--- src/rtl/reg_scoreboard_ctrl_if.sv ---
// Handshake and cell-array bundle between issue stage, FU writeback ports,
// register cell array and the scoreboard controller.
interface reg_scoreboard_ctrl_if #(
  parameter int NREG = 32,
  parameter int AW   = 5,
  parameter int WORD = 32
);
  logic            iss_valid;
  logic            iss_ready;
  logic [AW-1:0]   iss_rs1;
  logic [AW-1:0]   iss_rs2;
  logic [AW-1:0]   iss_rd;
  logic            iss_rd_we;
  logic            wb0_valid;
  logic            wb0_ready;
  logic [AW-1:0]   wb0_rd;
  logic [WORD-1:0] wb0_data;
  logic            wb1_valid;
  logic            wb1_ready;
  logic [AW-1:0]   wb1_rd;
  logic [WORD-1:0] wb1_data;
  logic [NREG-1:0] rf_reserved;
  logic [NREG-1:0] rf_reserve;
  logic [NREG-1:0] rf_unreserve;
  logic [NREG-1:0] rf_wb;
  logic [WORD-1:0] rf_wdata;
  logic            flush;
  logic            flush_done;
  logic [AW:0]     outstanding;

  modport master (
    output iss_valid, iss_rs1, iss_rs2, iss_rd, iss_rd_we,
    output wb0_valid, wb0_rd, wb0_data, wb1_valid, wb1_rd, wb1_data,
    output rf_reserved, flush,
    input  iss_ready, wb0_ready, wb1_ready,
    input  rf_reserve, rf_unreserve, rf_wb, rf_wdata, flush_done, outstanding
  );

  modport slave (
    input  iss_valid, iss_rs1, iss_rs2, iss_rd, iss_rd_we,
    input  wb0_valid, wb0_rd, wb0_data, wb1_valid, wb1_rd, wb1_data,
    input  rf_reserved, flush,
    output iss_ready, wb0_ready, wb1_ready,
    output rf_reserve, rf_unreserve, rf_wb, rf_wdata, flush_done, outstanding
  );
endinterface

--- src/rtl/reg_scoreboard_ctrl.sv ---
// Issue/writeback scoreboard: RAW/WAW hazard check against cell reserve bits,
// round-robin writeback arbitration, reservation counter and flush drain FSM.
module reg_scoreboard_ctrl #(
  parameter int NREG = 32,
  parameter int AW   = 5,
  parameter int WORD = 32
) (
  input logic                  clk,
  input logic                  rst,
  reg_scoreboard_ctrl_if.slave bus
);

  typedef enum logic [1:0] {
    ST_RUN   = 2'd0,
    ST_DRAIN = 2'd1,
    ST_DONE  = 2'd2
  } state_t;

  localparam logic [AW:0] CNT_MAX = (AW + 1)'(NREG - 1);

  state_t          state_r;
  logic            rr_r;           // 0: wb0 has priority, 1: wb1 has priority
  logic [AW:0]     cnt_r;
  logic            flush_done_r;

  logic            iss_ready_s;
  logic            rsv_fire_s;
  logic [NREG-1:0] reserve_s;
  logic            g0_s;
  logic            g1_s;
  logic [AW-1:0]   grd_s;
  logic [WORD-1:0] gdata_s;
  logic [NREG-1:0] wb_strobe_s;
  logic [WORD-1:0] wdata_s;
  logic            dec_s;

  // Index 0 is the hardwired zero register: it never decodes to a strobe.
  function automatic logic [NREG-1:0] dec_onehot(input logic [AW-1:0] idx);
    logic [NREG-1:0] v;
    v = {NREG{1'b0}};
    if (idx != {AW{1'b0}}) begin
      v[idx] = 1'b1;
    end else begin
      v = {NREG{1'b0}};
    end
    return v;
  endfunction

  function automatic logic is_rsv(input logic [NREG-1:0] rsv, input logic [AW-1:0] idx);
    return (idx != {AW{1'b0}}) && rsv[idx];
  endfunction

  // Issue hazard check and destination reservation strobe.
  always_comb begin
    iss_ready_s = 1'b0;
    rsv_fire_s  = 1'b0;
    reserve_s   = {NREG{1'b0}};
    if (state_r == ST_RUN) begin
      iss_ready_s = ~is_rsv(bus.rf_reserved, bus.iss_rs1)
                  & ~is_rsv(bus.rf_reserved, bus.iss_rs2)
                  & ~(bus.iss_rd_we & is_rsv(bus.rf_reserved, bus.iss_rd));
    end else begin
      iss_ready_s = 1'b0;
    end
    rsv_fire_s = bus.iss_valid & iss_ready_s & bus.iss_rd_we & (bus.iss_rd != {AW{1'b0}});
    if (rsv_fire_s) begin
      reserve_s = dec_onehot(bus.iss_rd);
    end else begin
      reserve_s = {NREG{1'b0}};
    end
  end

  // Writeback arbitration and cell write/unreserve strobes.
  always_comb begin
    g0_s        = bus.wb0_valid & (~bus.wb1_valid | ~rr_r);
    g1_s        = bus.wb1_valid & (~bus.wb0_valid | rr_r);
    grd_s       = {AW{1'b0}};
    gdata_s     = {WORD{1'b0}};
    wb_strobe_s = {NREG{1'b0}};
    wdata_s     = {WORD{1'b0}};
    dec_s       = 1'b0;
    if (g0_s) begin
      grd_s   = bus.wb0_rd;
      gdata_s = bus.wb0_data;
    end else if (g1_s) begin
      grd_s   = bus.wb1_rd;
      gdata_s = bus.wb1_data;
    end else begin
      grd_s   = {AW{1'b0}};
      gdata_s = {WORD{1'b0}};
    end
    if (g0_s | g1_s) begin
      wb_strobe_s = dec_onehot(grd_s);
      wdata_s     = gdata_s;
      dec_s       = is_rsv(bus.rf_reserved, grd_s);
    end else begin
      wb_strobe_s = {NREG{1'b0}};
      wdata_s     = {WORD{1'b0}};
      dec_s       = 1'b0;
    end
  end

  // Round-robin pointer: after any grant the other unit gets priority.
  always_ff @(posedge clk or negedge rst) begin
    if (!rst) begin
      rr_r <= 1'b0;
    end else if (g0_s | g1_s) begin
      rr_r <= g0_s;
    end else begin
      rr_r <= rr_r;
    end
  end

  // Outstanding reservation counter; a stray writeback does not decrement.
  always_ff @(posedge clk or negedge rst) begin
    if (!rst) begin
      cnt_r <= {(AW + 1){1'b0}};
    end else if (rsv_fire_s && !dec_s) begin
      cnt_r <= (cnt_r == CNT_MAX) ? cnt_r : cnt_r + {{AW{1'b0}}, 1'b1};
    end else if (dec_s && !rsv_fire_s) begin
      cnt_r <= (cnt_r == {(AW + 1){1'b0}}) ? cnt_r : cnt_r - {{AW{1'b0}}, 1'b1};
    end else begin
      cnt_r <= cnt_r;
    end
  end

  // Flush drain FSM; flush_done is registered and high only while in DONE.
  always_ff @(posedge clk or negedge rst) begin
    if (!rst) begin
      state_r      <= ST_RUN;
      flush_done_r <= 1'b0;
    end else begin
      case (state_r)
        ST_RUN: begin
          flush_done_r <= 1'b0;
          if (bus.flush) begin
            state_r <= ST_DRAIN;
          end else begin
            state_r <= ST_RUN;
          end
        end
        ST_DRAIN: begin
          if (cnt_r == {(AW + 1){1'b0}}) begin
            state_r      <= ST_DONE;
            flush_done_r <= 1'b1;
          end else begin
            state_r      <= ST_DRAIN;
            flush_done_r <= 1'b0;
          end
        end
        ST_DONE: begin
          state_r      <= ST_RUN;
          flush_done_r <= 1'b0;
        end
        default: begin
          state_r      <= ST_RUN;
          flush_done_r <= 1'b0;
        end
      endcase
    end
  end

  assign bus.iss_ready    = iss_ready_s;
  assign bus.rf_reserve   = reserve_s;
  assign bus.wb0_ready    = g0_s;
  assign bus.wb1_ready    = g1_s;
  assign bus.rf_wb        = wb_strobe_s;
  assign bus.rf_unreserve = wb_strobe_s;
  assign bus.rf_wdata     = wdata_s;
  assign bus.flush_done   = flush_done_r;
  assign bus.outstanding  = cnt_r;

endmodule

--- src/flat_wrapper.sv ---
// flat-port wrapper written by rule: the top's interface ports become plain ports
module reg_scoreboard_ctrl_flat 
#(
  parameter int NREG = 32,
  parameter int AW   = 5,
  parameter int WORD = 32
)
  (clk, rst, bus_iss_valid, bus_iss_rs1, bus_iss_rs2, bus_iss_rd, bus_iss_rd_we, bus_wb0_valid, bus_wb0_rd, bus_wb0_data, bus_wb1_valid, bus_wb1_rd, bus_wb1_data, bus_rf_reserved, bus_flush, bus_iss_ready, bus_wb0_ready, bus_wb1_ready, bus_rf_reserve, bus_rf_unreserve, bus_rf_wb, bus_rf_wdata, bus_flush_done, bus_outstanding);
  reg_scoreboard_ctrl_if #(.NREG(NREG), .AW(AW), .WORD(WORD)) bus_i ();
  input logic clk;
  input logic rst;
  input wire logic [$bits(bus_i.iss_valid)-1:0] bus_iss_valid;
  input wire logic [$bits(bus_i.iss_rs1)-1:0] bus_iss_rs1;
  input wire logic [$bits(bus_i.iss_rs2)-1:0] bus_iss_rs2;
  input wire logic [$bits(bus_i.iss_rd)-1:0] bus_iss_rd;
  input wire logic [$bits(bus_i.iss_rd_we)-1:0] bus_iss_rd_we;
  input wire logic [$bits(bus_i.wb0_valid)-1:0] bus_wb0_valid;
  input wire logic [$bits(bus_i.wb0_rd)-1:0] bus_wb0_rd;
  input wire logic [$bits(bus_i.wb0_data)-1:0] bus_wb0_data;
  input wire logic [$bits(bus_i.wb1_valid)-1:0] bus_wb1_valid;
  input wire logic [$bits(bus_i.wb1_rd)-1:0] bus_wb1_rd;
  input wire logic [$bits(bus_i.wb1_data)-1:0] bus_wb1_data;
  input wire logic [$bits(bus_i.rf_reserved)-1:0] bus_rf_reserved;
  input wire logic [$bits(bus_i.flush)-1:0] bus_flush;
  output wire logic [$bits(bus_i.iss_ready)-1:0] bus_iss_ready;
  output wire logic [$bits(bus_i.wb0_ready)-1:0] bus_wb0_ready;
  output wire logic [$bits(bus_i.wb1_ready)-1:0] bus_wb1_ready;
  output wire logic [$bits(bus_i.rf_reserve)-1:0] bus_rf_reserve;
  output wire logic [$bits(bus_i.rf_unreserve)-1:0] bus_rf_unreserve;
  output wire logic [$bits(bus_i.rf_wb)-1:0] bus_rf_wb;
  output wire logic [$bits(bus_i.rf_wdata)-1:0] bus_rf_wdata;
  output wire logic [$bits(bus_i.flush_done)-1:0] bus_flush_done;
  output wire logic [$bits(bus_i.outstanding)-1:0] bus_outstanding;
  assign bus_i.iss_valid = bus_iss_valid;
  assign bus_i.iss_rs1 = bus_iss_rs1;
  assign bus_i.iss_rs2 = bus_iss_rs2;
  assign bus_i.iss_rd = bus_iss_rd;
  assign bus_i.iss_rd_we = bus_iss_rd_we;
  assign bus_i.wb0_valid = bus_wb0_valid;
  assign bus_i.wb0_rd = bus_wb0_rd;
  assign bus_i.wb0_data = bus_wb0_data;
  assign bus_i.wb1_valid = bus_wb1_valid;
  assign bus_i.wb1_rd = bus_wb1_rd;
  assign bus_i.wb1_data = bus_wb1_data;
  assign bus_i.rf_reserved = bus_rf_reserved;
  assign bus_i.flush = bus_flush;
  assign bus_iss_ready = bus_i.iss_ready;
  assign bus_wb0_ready = bus_i.wb0_ready;
  assign bus_wb1_ready = bus_i.wb1_ready;
  assign bus_rf_reserve = bus_i.rf_reserve;
  assign bus_rf_unreserve = bus_i.rf_unreserve;
  assign bus_rf_wb = bus_i.rf_wb;
  assign bus_rf_wdata = bus_i.rf_wdata;
  assign bus_flush_done = bus_i.flush_done;
  assign bus_outstanding = bus_i.outstanding;
  reg_scoreboard_ctrl #(.NREG(NREG), .AW(AW), .WORD(WORD)) u_core (.clk(clk), .rst(rst), .bus(bus_i));
endmodule
--- config.mk ---
export PLATFORM = sky130hd
export DESIGN_NAME = reg_scoreboard_ctrl_flat
export DESIGN_NICKNAME = d
export VERILOG_FILES = /design/src/rtl/reg_scoreboard_ctrl_if.sv /design/src/rtl/reg_scoreboard_ctrl.sv /design/src/flat_wrapper.sv
export SDC_FILE = /design/constraint.sdc
export NUM_CORES = 1
export LEC_CHECK = 0
export ABC_AREA = 1
export CAP_MARGIN = 5
export CORE_MARGIN = 8
export CORE_UTILIZATION = 32
export CTS_BUF_LIST = sky130_fd_sc_hd__clkbuf_4 sky130_fd_sc_hd__clkbuf_8
export DETAILED_ROUTE_END_ITERATION = 10
export PLACE_DENSITY = 0.81
export SETUP_SLACK_MARGIN = 0.2
export SKIP_LAST_GASP = 1
export SYNTH_ARGS = -nofsm -noshare
export SYNTH_HDL_FRONTEND = slang
export SYNTH_SLANG_ARGS = --single-unit
--- constraint.sdc ---
create_clock -name clk -period 2.9 [get_ports clk]
set_input_delay 0.435 -clock clk [delete_from_list [all_inputs] [get_ports clk]]
set_output_delay 0.435 -clock clk [all_outputs]
set_load 0.01 [all_outputs]
# Yosys cells after proc, flatten, opt, wreduce, memory -nomap -nowiden
# Cells that the tools add are included.
[classes]
addsub = 2
bitwise_logic = 17
n_mux = 32
eq_ne = 4
order_cmp = 6
reduce_logical = 18
[op_table]
columns = ["cell", "count"]
rows = [
  ["$mux W32", 7],
  ["$lt A5 B6 Y1 const B", 4],
  ["$mux W6", 4],
  ["$bmux W1 S5", 4],
  ["$reduce_bool A5 Y1", 4],
  ["$mux W1", 11],
  ["$demux W1 S5", 2],
  ["$ge A5 B1 Y1 const B", 2],
  ["$mux W5", 2],
  ["$and A1 B1 Y1", 8],
  ["$logic_and A1 B1 Y1", 8],
  ["$add A6 B1 Y6 const B", 1],
  ["$eq A6 B5 Y1 const B", 1],
  ["$logic_not A6 Y1", 1],
  ["$not A1 Y1", 6],
  ["$sub A6 B1 Y6 const B", 1],
  ["$pmux W2 S2", 1],
  ["$or A1 B1 Y1", 3],
  ["$reduce_and A3 Y1", 1],
  ["$eq A2 B1 Y1 const B", 1],
  ["$logic_not A1 Y1", 2],
  ["$logic_not A2 Y1", 1],
  ["$mux W2", 1],
  ["$ne A2 B1 Y1 const B", 1],
  ["other kinds (2)", 2],
]
[totals]
out_inout_bits = 138
register_bits = 10
word_cells = 83

# Longest topological paths before layout
# Gate-level depths: netlist of the first run.
[logic_depth]
depth_word = 14
mapped_depth = 26
ltp_nobuf = 25

# Least setup slack after synthesis of the first run
# No wires, ideal clock.
[synth_path]
path_kind = "input to register"
start = "input port bus_iss_rd[0]"
end = "register u_core.cnt_r[5] (netlist: u_core.bus.outstanding[5])"
arrival_time_ns = 2.913
required_time_ns = 2.835
cell_stages = 26
path_buffers = 3
setup_ns = 0.065
setup_slack_ns = -0.078
path_cell_list = "buf_6 inv_2 buf_6 nand2_1 nand2_1 nand2_1 nand2_1 nand2_1 nand2_1 nor2_1 a21oi_2 nor2_2 nand3_4 buf_6 inv_1 ha_1 inv_1 ha_1 a21oi_1 nand2_1 a21oi_1 nor2_1 nor2_1 xor2_1 nand2_1 nand2_1"
[synth_between]
elab_chain_len = 14
elab_cells_between_ends = 19
classes_between = "2 x eq/ne; 4 x mux; 6 x bitwise; 7 x reduce/logical"
[synth_lines]
columns = ["element", "line_no", "rtl"]
rows = [
  ["start, declared", "flat_wrapper.sv:15", "input wire logic [$bits(bus_i.iss_rd)-1:0] bus_iss_rd;"],
  ["$bmux W1 S5", "reg_scoreboard_ctrl.sv:50", "return (idx != {AW{1'b0}}) && rsv[idx];"],
  ["$mux W1 (implied by the code)", "reg_scoreboard_ctrl.sv:50", ""],
  ["$logic_and A1 B1 Y1", "reg_scoreboard_ctrl.sv:50", ""],
  ["$and A1 B1 Y1", "reg_scoreboard_ctrl.sv:61", "& ~(bus.iss_rd_we & is_rsv(bus.rf_reserved, bus.iss_rd));"],
  ["$not A1 Y1", "reg_scoreboard_ctrl.sv:61", ""],
  ["$and A1 B1 Y1", "reg_scoreboard_ctrl.sv:61", ""],
  ["$mux W1", "reg_scoreboard_ctrl.sv:58", "if (state_r == ST_RUN) begin"],
  ["$and A1 B1 Y1 (2 in series)", "reg_scoreboard_ctrl.sv:65", "rsv_fire_s = bus.iss_valid & iss_ready_s & bus.iss_rd_we & (bus.iss_rd != {AW{1'b0}});"],
  ["$and A1 B1 Y1 *", "reg_scoreboard_ctrl.sv:65", ""],
  ["$logic_not A1 Y1", "reg_scoreboard_ctrl.sv:120", "end else if (dec_s && !rsv_fire_s) begin"],
  ["$logic_and A1 B1 Y1", "reg_scoreboard_ctrl.sv:120", ""],
  ["$reduce_bool A2 Y1 (no line)", "n/a", ""],
  ["$reduce_and A3 Y1 (no line)", "n/a", ""],
  ["end signal, assigned", "reg_scoreboard_ctrl.sv:119", "cnt_r <= (cnt_r == CNT_MAX) ? cnt_r : cnt_r + {{AW{1'b0}}, 1'b1};"],
  ["end signal, assigned", "reg_scoreboard_ctrl.sv:121", "cnt_r <= (cnt_r == {(AW + 1){1'b0}}) ? cnt_r : cnt_r - {{AW{1'b0}}, 1'b1};"],
  ["end signal, assigned", "reg_scoreboard_ctrl.sv:123", "cnt_r <= cnt_r;"],
  ["end, declared", "reg_scoreboard_ctrl.sv:23", "logic [AW:0] cnt_r;"],
]
# Mark *: on every way between the ends. The rest lies on a longest branch, timed or not. The select of a mux whose other input is x is not followed.
# A chain may end at the register's enable or synchronous reset.

# Worst setup path after layout of the first run
[layout_path]
start = "register u_core.rr_r"
end = "register u_core.cnt_r[0] (netlist: u_core.bus.outstanding[0])"
[layout_between]
elab_chain_len = 12
elab_cells_between_ends = 21
classes_between = "2 x eq/ne; 6 x mux; 6 x bitwise; 7 x reduce/logical"
[layout_lines]
columns = ["element", "line_no", "rtl"]
rows = [
  ["start, declared", "reg_scoreboard_ctrl.sv:22", "logic rr_r;"],
  ["start signal, assigned", "reg_scoreboard_ctrl.sv:108", "rr_r <= g0_s;"],
  ["start signal, assigned", "reg_scoreboard_ctrl.sv:110", "rr_r <= rr_r;"],
  ["$or A1 B1 Y1 or $not A1 Y1 (tied branches)", "reg_scoreboard_ctrl.sv:76, reg_scoreboard_ctrl.sv:75", ""],
  ["$and A1 B1 Y1 or $or A1 B1 Y1 (tied branches)", "reg_scoreboard_ctrl.sv:76, reg_scoreboard_ctrl.sv:75", ""],
  ["$mux W5 or $and A1 B1 Y1 (tied branches)", "reg_scoreboard_ctrl.sv:85, reg_scoreboard_ctrl.sv:75", ""],
  ["$mux W5", "reg_scoreboard_ctrl.sv:82", "if (g0_s) begin"],
  ["$bmux W1 S5", "reg_scoreboard_ctrl.sv:50", ""],
  ["$mux W1 (implied by the code)", "reg_scoreboard_ctrl.sv:50", ""],
  ["$logic_and A1 B1 Y1", "reg_scoreboard_ctrl.sv:50", ""],
  ["$mux W1 *", "reg_scoreboard_ctrl.sv:92", "if (g0_s | g1_s) begin"],
  ["$logic_not A1 Y1", "reg_scoreboard_ctrl.sv:118", "end else if (rsv_fire_s && !dec_s) begin"],
  ["$logic_and A1 B1 Y1", "reg_scoreboard_ctrl.sv:118", ""],
  ["$ne A2 B2 Y1 (no line), or another cell as far along", "n/a", ""],
  ["$reduce_and A3 Y1 (no line)", "n/a", ""],
  ["end signal, assigned", "reg_scoreboard_ctrl.sv:117", "cnt_r <= {(AW + 1){1'b0}};"],
  ["end signal, assigned", "reg_scoreboard_ctrl.sv:119", ""],
  ["end signal, assigned", "reg_scoreboard_ctrl.sv:121", ""],
]
# Marked as above.

==> metrics.md, run 1 <==
| Metric | Value |
|---|---|
| Post-synthesis adder-cell area fraction | 2.41% |
| Number of DRC markers in iteration 0 | roughly 340 |
| Worst flop-to-flop path endpoint | u_core.bus.outstanding[0]$_DFFE_PN0P_ |
| Synth Area in Compound Gates | 15.8% |
| CTS tree | done |
| Crit. End Element | flip-flop |
| Storage element area | 250 µm² |
| PwrDens | between 300 and 400 nW/µm² |
| Startpoint types | flip-flop |
| Static leakage | just over 4 nW |
| Slew HR | about 61% |
| Routed wire length | 20.4 mm |
| Async SR Flop Fraction | between 90% and 100% |
| Util after Layout | between 60% and 70% |
| Port Buffers | between 200 and 300 |
| Tcrit/Tclk final | 107% |
| Yosys reg bits | 10 |
| # rows | 37 |
| Min Tclk post-route | about 3 ns |
| Placed Cells | around 1100 |
| Final instance count without filler cells | 1138 |
| CP Depth | 25 |
| Failing checks | negative setup slack |
| Chip width | between 100 and 150 µm |
| Post-synthesis xor/xnor area fraction | 1.54% |
| GRT Total Usage | 24.7% |
| Post-synth EDFFs | 0 |
| R2R Path Start | u_core.rr_r$_DFFE_PN0P_ |
| Antenna Violating Nets Remaining | 0 |
| Simple logic cell fraction of the synthesized area | about half |
| Primary FF master, synth | dfrtp_1 |
| Initial Util | around a third |
| # fillers | ~860 |
| Slew of the pin with the lowest slew margin | 0.574 ns |
| Post-Syn Area | between 3000 and 4000 µm² |
| Post-synth top area cell | nand2_1 |
| GR Overflow Total | 0 |
| Hold endpoint | u_core.state_r[1]$_DFF_PN0_ |
| Max VDD drop | roughly 0.37 mV |
| DRC | 0 |
| Vias | 5867 |
| RSZ-0062 raised after global routing | true |
| Setup_tns | -1.01 ns |
| Floorplan Core Area | roughly 10000 µm² |
| Syn Inst Count | ~670 |
| Worst EP arrival | 3.24 ns |
| Yosys warns | 0 |
| Hold path start | u_core.state_r[1]$_DFF_PN0_ |
| Clock skew | between 0.0015 and 0.002 ns |
| Critical path class | reg -> reg |
| Layout cells sized above 1 | a little under a third |
| Worst-path clk slew | roughly 0.04 ns |
| Multi-input logic area | ~2800 µm² |
| Post-synthesis mux area share | 0% |
| First-pass GRT wire length | between 20 and 30 mm |
| Crit path required time | ~3.1 ns |
| Worst-Skew Late Latency | between 0.2 and 0.25 ns |
| Initial antenna violation count | 2 |
| Drt via density | roughly 5.2 |
| Number of distinct library cells after synthesis | 34 |
| Fin. Hold Viols | 0 |
| Final slew viol count | 0 |
| Worst path slowest cell | dfrtp_1 |
| Final #Nets | about 1100 |
| Most frequent CP cell | buf_6 |
| Largest net degree at the start of global routing | 34 |
| CP bufs+invs | 8 |
| Largest family of logic cells by synthesized area | simple AND/OR/NAND/NOR gates |
| Most common cell in the netlist | nand2_1 |
| DR pass1 iterations | 5 |
| Commonest cells post-synth | nand2_1, nor2_1, inv_1, nand3_1, buf_4 |
| DIE AREA | about 14000 µm² |
| Status | finished, violations left |
| Clock tree sinks | 10 |
| Routability-driven placement congestion ratio | approximately 0.97 |
| Delay of the slowest cell on the worst path | around 0.38 ns |
| Worst-path fanout max | 8 |
| Detailed Place HPWL | approximately 15 mm |
| Top cell type's share of synthesized area | 29.4% |
| Routed WL per cell | approximately 18 µm |
| Top area cells in the synthesized netlist | nand2_1, nor2_1, inv_1, a22o_1, buf_4 |
| Vias in the first global route | 5539 |
| Die Y | approximately 120 µm |
| Min-Delay Path Class | reg -> reg |
| Clock Tree Root | clkbuf_8 |
| CP top delay family | simple AND/OR/NAND/NOR gates |
| Syn-to-layout area delta | 109% |
| Syn Area/Cell | between 5 and 6 µm² |
| Ports | around 270 |
| Max_cap viols | 0 |
| Slack of the critical path | -0.191 ns |
| Setup violations, final | 6 |
| R2R depth | 25 |
| Clock Path Buffers | 2 |
| Clock buffer count from CTS | 3 |
| WHS Path Cells | 1 |
| Post-synthesis sequential area ratio | 7.31% |
| R2R Setup Slk | -0.19 ns |
| Htree depth | 1 |
| Top achievable clock speed | 324 MHz |
-- kinds of logic after synthesis --
| group | Yosys count |
|---|---|
| AOI/OAI and AO/OA | 75 |
| xor gates and xnor gates | 6 |
| adders and majority gates | 6 |
| buffers and inverters | 142 |
| DFF | 10 |
| other | 1 |
| and+or+nand+nor | 425 |
-- per-layer routing --
metal | vias to the layer above | wire [µm] | track usage (%)
met4 | 2 | 935 | 8.27
met5 | - | 8 | 0
met2 | 415 | 10000 | 45.1
li1 | 2733 | - | -
met1 | 2631 | 7110 | 26.6
met3 | 86 | 2320 | 7.42
-- metrics by stage --
stage | hold WS [ns] | cell area (µm²) | setup WS [ns] | power (mW)
finish | 0.498 | 7150 | -0.191 | 2.28
global route | 0.523 | 7150 | -0.331 | 2.44
CTS | 0.499 | 6780 | -0.112 | 2.08
detailed placement | 0.491 | 6480 | -0.634 | 1.75
global placement | 0.480 | 6480 | -0.584 | 1.73
floorplan | 0.139 | 3440 | 0.0690 | 1.00
-- area by class of cell --
cell class / count / share of cell area, %
Tap cell: 136 / 2.38
Sequential cell: 10 / 3.50
Timing Repair Buffer: 388 / 50.1
Inverter: 83 / 4.77
Multi-Input combinational cell: 515 / 38.5
Clock buffer: 3 / 0.577
Antenna cell: 2 / 0.0700
Timing Repair inverter: 1 / 0.105
-- sequential cells by signal, indices dropped and copies added (netlist names) --
| name | flops |
|---|---|
| u_core.bus.outstanding | 6 |
| u_core.state_r | 2 |
| u_core.bus.flush_done | 1 |
| u_core.rr_r | 1 |
-- timing repair --
item | 4_1_cts | 5_1_grt
setup endpoints to repair | 105 | 60
pin swaps | 24 | 37
hold buffers | 0 | 0
gates resized for setup | 291 | 173
setup buffers | 14 | 16
endpoints found under the hold margin | 0 | 0
gates cloned | 8 | 5
-- how the worst max path moves through the flow --
stage	start	end
3_5_place_dp	bus_wb0_valid	u_core.bus.outstanding[5]$_DFFE_PN0P_
2_1_floorplan	bus_iss_rd[0]	u_core.bus.outstanding[5]$_DFFE_PN0P_
5_1_grt	u_core.rr_r$_DFFE_PN0P_	u_core.bus.outstanding[5]$_DFFE_PN0P_
4_1_cts	u_core.rr_r$_DFFE_PN0P_	u_core.bus.outstanding[5]$_DFFE_PN0P_
6_report	u_core.rr_r$_DFFE_PN0P_	u_core.bus.outstanding[0]$_DFFE_PN0P_
3_3_place_gp	bus_wb0_valid	u_core.bus.outstanding[5]$_DFFE_PN0P_
-- placed cells by master, fill, tap and decap left out, types with 5 or more instances in the layout --
master             n
buf_12             5
dlygate4sd2_1     59
inv_1             38
buf_6             23
nand2_4            6
dlymetal6s2s_1    20
nor2_1            58
nor2_4             5
nor3_2             9
nor2_2            29
nand2_2           15
o21ai_0           12
dfrtp_1           10
clkbuf_2          28
o21ai_1            9
nand3_2            5
inv_2             38
buf_4             93
nand3_1           43
clkdlybuf4s15_1   10
buf_2             20
nand2_1          249
clkdlybuf4s50_1  121
a22o_1            32
-- power breakdown --
part           leakage [nW]  switching, mW  internal (mW)  total [mW]
Clock                0.0216         0.0475         0.0902       0.138
Combinational          3.90          0.889          0.955        1.84
Sequential            0.123          0.101          0.199       0.300
Power figures use the tool's default switching activity.
==> inputs of run 2 (changes only) <==
--- a/config.mk
+++ b/config.mk
@@ -7,11 +7,13 @@
 export LEC_CHECK = 0
 export ABC_AREA = 1
 export CAP_MARGIN = 5
+export CELL_PAD_IN_SITES_DETAIL_PLACEMENT = 1
+export CELL_PAD_IN_SITES_GLOBAL_PLACEMENT = 1
 export CORE_MARGIN = 8
-export CORE_UTILIZATION = 32
+export CORE_UTILIZATION = 19
 export CTS_BUF_LIST = sky130_fd_sc_hd__clkbuf_4 sky130_fd_sc_hd__clkbuf_8
 export DETAILED_ROUTE_END_ITERATION = 10
-export PLACE_DENSITY = 0.81
+export PLACE_DENSITY = 0.86
 export SETUP_SLACK_MARGIN = 0.2
 export SKIP_LAST_GASP = 1
 export SYNTH_ARGS = -nofsm -noshare
==> run 2 against run 1 <==
Against the previous run:
- the flow still finishes with violations (negative setup slack)
- worst hold slack improved by 0.0014 ns
- final cell count up 8.8%
- sequential share of layout area is 0.20 points lower
- critical path depth shrank 7
- count of clock-buffer cells in the layout increased by 1
- cell area up 6.1%
- critical endpoint is now bus_rf_reserve[6]
==> metrics.md, run 2 (same netlist as run 1, synthesis figures left out) <==
| Metric | Value |
|---|---|
| Status | finished, violations left |
| Failing checks | negative setup slack |
| Final #Nets | 1138 (+0.18%) |
| Crit path required time | 2.47 ns (-0.58 ns) |
| Placed Cells | 1186 (+8.8%) |
| Tcrit/Tclk final | 106% (-0.55 points) |
| Setup violations, final | 20 (+14) |
| Antenna Violating Nets Remaining | 0 (unchanged) |
| Hold path start | u_core.state_r[1]$_DFF_PN0_ |
| Startpoint types | input pin |
| Syn-to-layout area delta | 122% |
| CTS tree | done |
| NetSw | 1.12 mW (+7.9%) |
| Clock Tree Root | clkbuf_8 |
| Number of DRC markers in iteration 0 | 249 (-27%) |
| R2R Setup Slk | -0.14 ns (+0.05 ns) |
| Fin. Hold Viols | 0 (unchanged) |
| Clock skew | 0.00209 ns (+0.000374 ns) |
| Power share of the combinational group | 80.1% (-0.7 points) |
| Max VDD drop | 0.288 mV (-22%) |
| WL met1 | 9.00 mm (+27%) |
| Static leakage | 3.98 nW (-1.6%) |
| Pre-CTS WS | -0.818 ns (-0.184 ns) |
| Initial antenna violation count | 7 (+5) |
| Delay of the slowest cell on the worst path | 0.23 ns (-0.15 ns) |
| Chip width | 150 µm (+26%) |
| Worst-path fanout max | 7 (-1) |
| Min Tclk post-route | 3.07 ns (-0.0160 ns) |
| Largest net degree at the start of global routing | 34 (unchanged) |
| Drt via density | 4.80 (-6.9%) |
| Slack of the critical path | -0.175 ns (+0.0160 ns) |
| Detailed Place HPWL | 18.4 mm (+22%) |
| Clock share of power | 7.4% (+1.4 points) |
| Clock tree sinks | 10 (unchanged) |
| Vias | 5942 (+1.3%) |
| Clock buffer count from CTS | 3 (unchanged) |
| Max_cap viols | 0 (unchanged) |
| Floorplan Core Area | 17800 µm² (+72%) |
| Hold endpoint | u_core.state_r[1]$_DFF_PN0_ |
| Worst path slowest cell | clkdlybuf4s15_1 |
| # fillers | 2274 (+160%) |
| CP bufs+invs | 7 (-1) |
| Storage element area | 250 µm² (unchanged) |
| Most frequent CP cell | nand2_1 |
| WHS Path Cells | 1 (unchanged) |
| Cell Chain, Critical Path | clkdlybuf4s15_1 -> buf_4 -> nand2_1 -> nand2_1 -> nand2_1 -> nand2_1 -> nand2_1 -> nand2_1 -> nor2_1 -> a21oi_2 -> nor2_4 -> nand3_4 -> buf_6 -> buf_6 -> buf_6 -> clkbuf_16 -> nor2_2 -> buf_2 |
| RSZ-0062 raised after global routing | true |
| Seq pwr share | 12.5% (-0.6 points) |
| Switching fraction of total power | 46.5% (+1.0 points) |
| Worst EP arrival | 2.64 ns (-0.60 ns) |
| Worst-Skew Late Latency | 0.24 ns (about the same) |
| Max reg flops | 6 (unchanged) |
| Post-CTS Hold Fix Bufs | 0 (unchanged) |
| Vias in the first global route | 6059 (+9.4%) |
| Top achievable clock speed | 325 MHz (+0.52%) |
| # rows | 49 (+32%) |
| Routed WL per cell | 20.3 µm (+13%) |
| Final slew viol count | 0 (unchanged) |
| Port Buffers | 262 (unchanged) |
| DIE AREA | 22600 µm² (+58%) |
| Htree depth | 1 (unchanged) |
| GR Overflow Total | 0 (unchanged) |
| Die Y | 150 µm (+26%) |
| Initial Util | 19.2% (-14 points) |
| GRT Total Usage | 18.8% (-5.9 points) |
| Util after Layout | 42.5% (-26 points) |
| Met2 routed wirelength | 12.8 mm (+28%) |
| CP top delay family | buffers and inverters |
| Final instance count without filler cells | 1238 (+8.8%) |
| Clock Path Buffers | 2 (unchanged) |
| Multi-input logic area | 2980 µm² (+8.2%) |
| Crit. End Element | output pin |
| First-pass GRT wire length | 33.3 mm (+16%) |
| PwrDens | 317 nW/µm² (-0.54%) |
| DR pass1 iterations | 4 (-1) |
| DRC | 0 (unchanged) |
| Routability-driven placement congestion ratio | 0.861 (-12%) |
| Worst flop-to-flop path endpoint | u_core.bus.outstanding[3]$_DFFE_PN0P_ |
| Top sig layer | met5 |
| Met3 wire len | 2.29 mm (-1.5%) |
| R2R Path Start | u_core.rr_r$_DFFE_PN0P_ |
| Critical path class | in -> out |
| Min-Delay Path Class | reg -> reg |
| R2R depth | 23 (-8.0%) |
| Layout cells sized above 1 | 35.2% (+3.8 points) |
| Pint | 1.29 mW (+3.5%) |
| Overall power | 2.41 mW (+5.5%) |
| Ports | 266 (unchanged) |
| Commonest non-fill, non-tap cells in the layout | nand2_1, clkdlybuf4s50_1, buf_4 |
| Routed wire length | 25.1 mm (+23%) |
| Most common cell after layout, fill and taps aside | nand2_1 |
| Worst-path clk slew | 0.05 ns (about the same) |
==> run 2: routing by layer <==
layer | vias to the layer above | GRT usage, %
li1 | 2744 | -
met1 | 2807 | 20.2
met2 | 318 | 34.5
met3 | 69 | 5.29
met4 | 4 | 6.90
met5 | - | 0
==> run 2: cell type report <==
class	count	share of cell area [%]
Sequential cell	10	3.30
Timing Repair Buffer	390	48.1
Inverter	83	4.50
Clock buffer	4	0.726
Tap cell	229	3.78
Multi-Input combinational cell	515	39.3
Timing Repair inverter	1	0.0989
Antenna cell	6	0.198
==> run 2: power by group through the flow <==
stage / Combinational, mW / Clock, mW / Sequential (mW)
floorplan: 0.720 / 0 / 0.283
global placement: 1.49 / 0 / 0.285
detailed placement: 1.52 / 0 / 0.291
CTS: 1.65 / 0.179 / 0.297
global route: 2.07 / 0.188 / 0.306
finish: 1.93 / 0.179 / 0.300
==> run 2: worst reg2reg max path: cells and delay by family, from the launching register on <==
family,cells,cell delay [ns]
fa+ha+maj,2,0.40
xor+xnor,1,0.12
simple gates,11,0.93
compound gates,4,0.49
flops,1,0.40
buf+inv,5,0.61
==> run 2: worst max path at each step <==
stage / cells past startpoint / slack [ns] / to / startpoint
finish: 18 / -0.17 / bus_rf_reserve[6] / bus_rf_reserved[10]
global route: 23 / -0.32 / u_core.bus.outstanding[3]$_DFFE_PN0P_ / u_core.rr_r$_DFFE_PN0P_
CTS: 22 / -0.05 / u_core.bus.outstanding[5]$_DFFE_PN0P_ / bus_wb1_rd[1]
detailed placement: 22 / -0.82 / u_core.bus.outstanding[5]$_DFFE_PN0P_ / bus_wb0_valid
global placement: 22 / -0.67 / u_core.bus.outstanding[5]$_DFFE_PN0P_ / bus_wb0_valid
floorplan: 26 / 0.07 / u_core.bus.outstanding[5]$_DFFE_PN0P_ / bus_iss_rd[0]
==> run 2: repair_timing <==
action | in CTS | in global routing
cloned | 7 | 5
pin swaps | 20 | 35
hold endpoints to repair | 0 | 0
endpoints found under the setup margin | 107 | 75
resized for setup | 335 | 204
buffers inserted | 12 | 18
==> run 2: through the flow <==
step | hold slack (ns) | cell area (µm²) | TNS, ns
2_1_floorplan | 0.139 | 3440 | 0
3_3_place_gp | 0.469 | 6600 | -34.15
3_5_place_dp | 0.497 | 6600 | -41.62
4_1_cts | 0.503 | 6820 | -0.0460
5_1_grt | 0.513 | 7580 | -3.85
6_report | 0.499 | 7590 | -2.24
==> inputs of run 3 (changes only) <==
--- a/config.mk
+++ b/config.mk
@@ -13,6 +13,7 @@
 export CORE_UTILIZATION = 19
 export CTS_BUF_LIST = sky130_fd_sc_hd__clkbuf_4 sky130_fd_sc_hd__clkbuf_8
 export DETAILED_ROUTE_END_ITERATION = 10
+export HOLD_SLACK_MARGIN = 0.06
 export PLACE_DENSITY = 0.86
 export SETUP_SLACK_MARGIN = 0.2
 export SKIP_LAST_GASP = 1
==> results of run 3 <==
Final layout, timing and power as in run 2 (identical DEF).
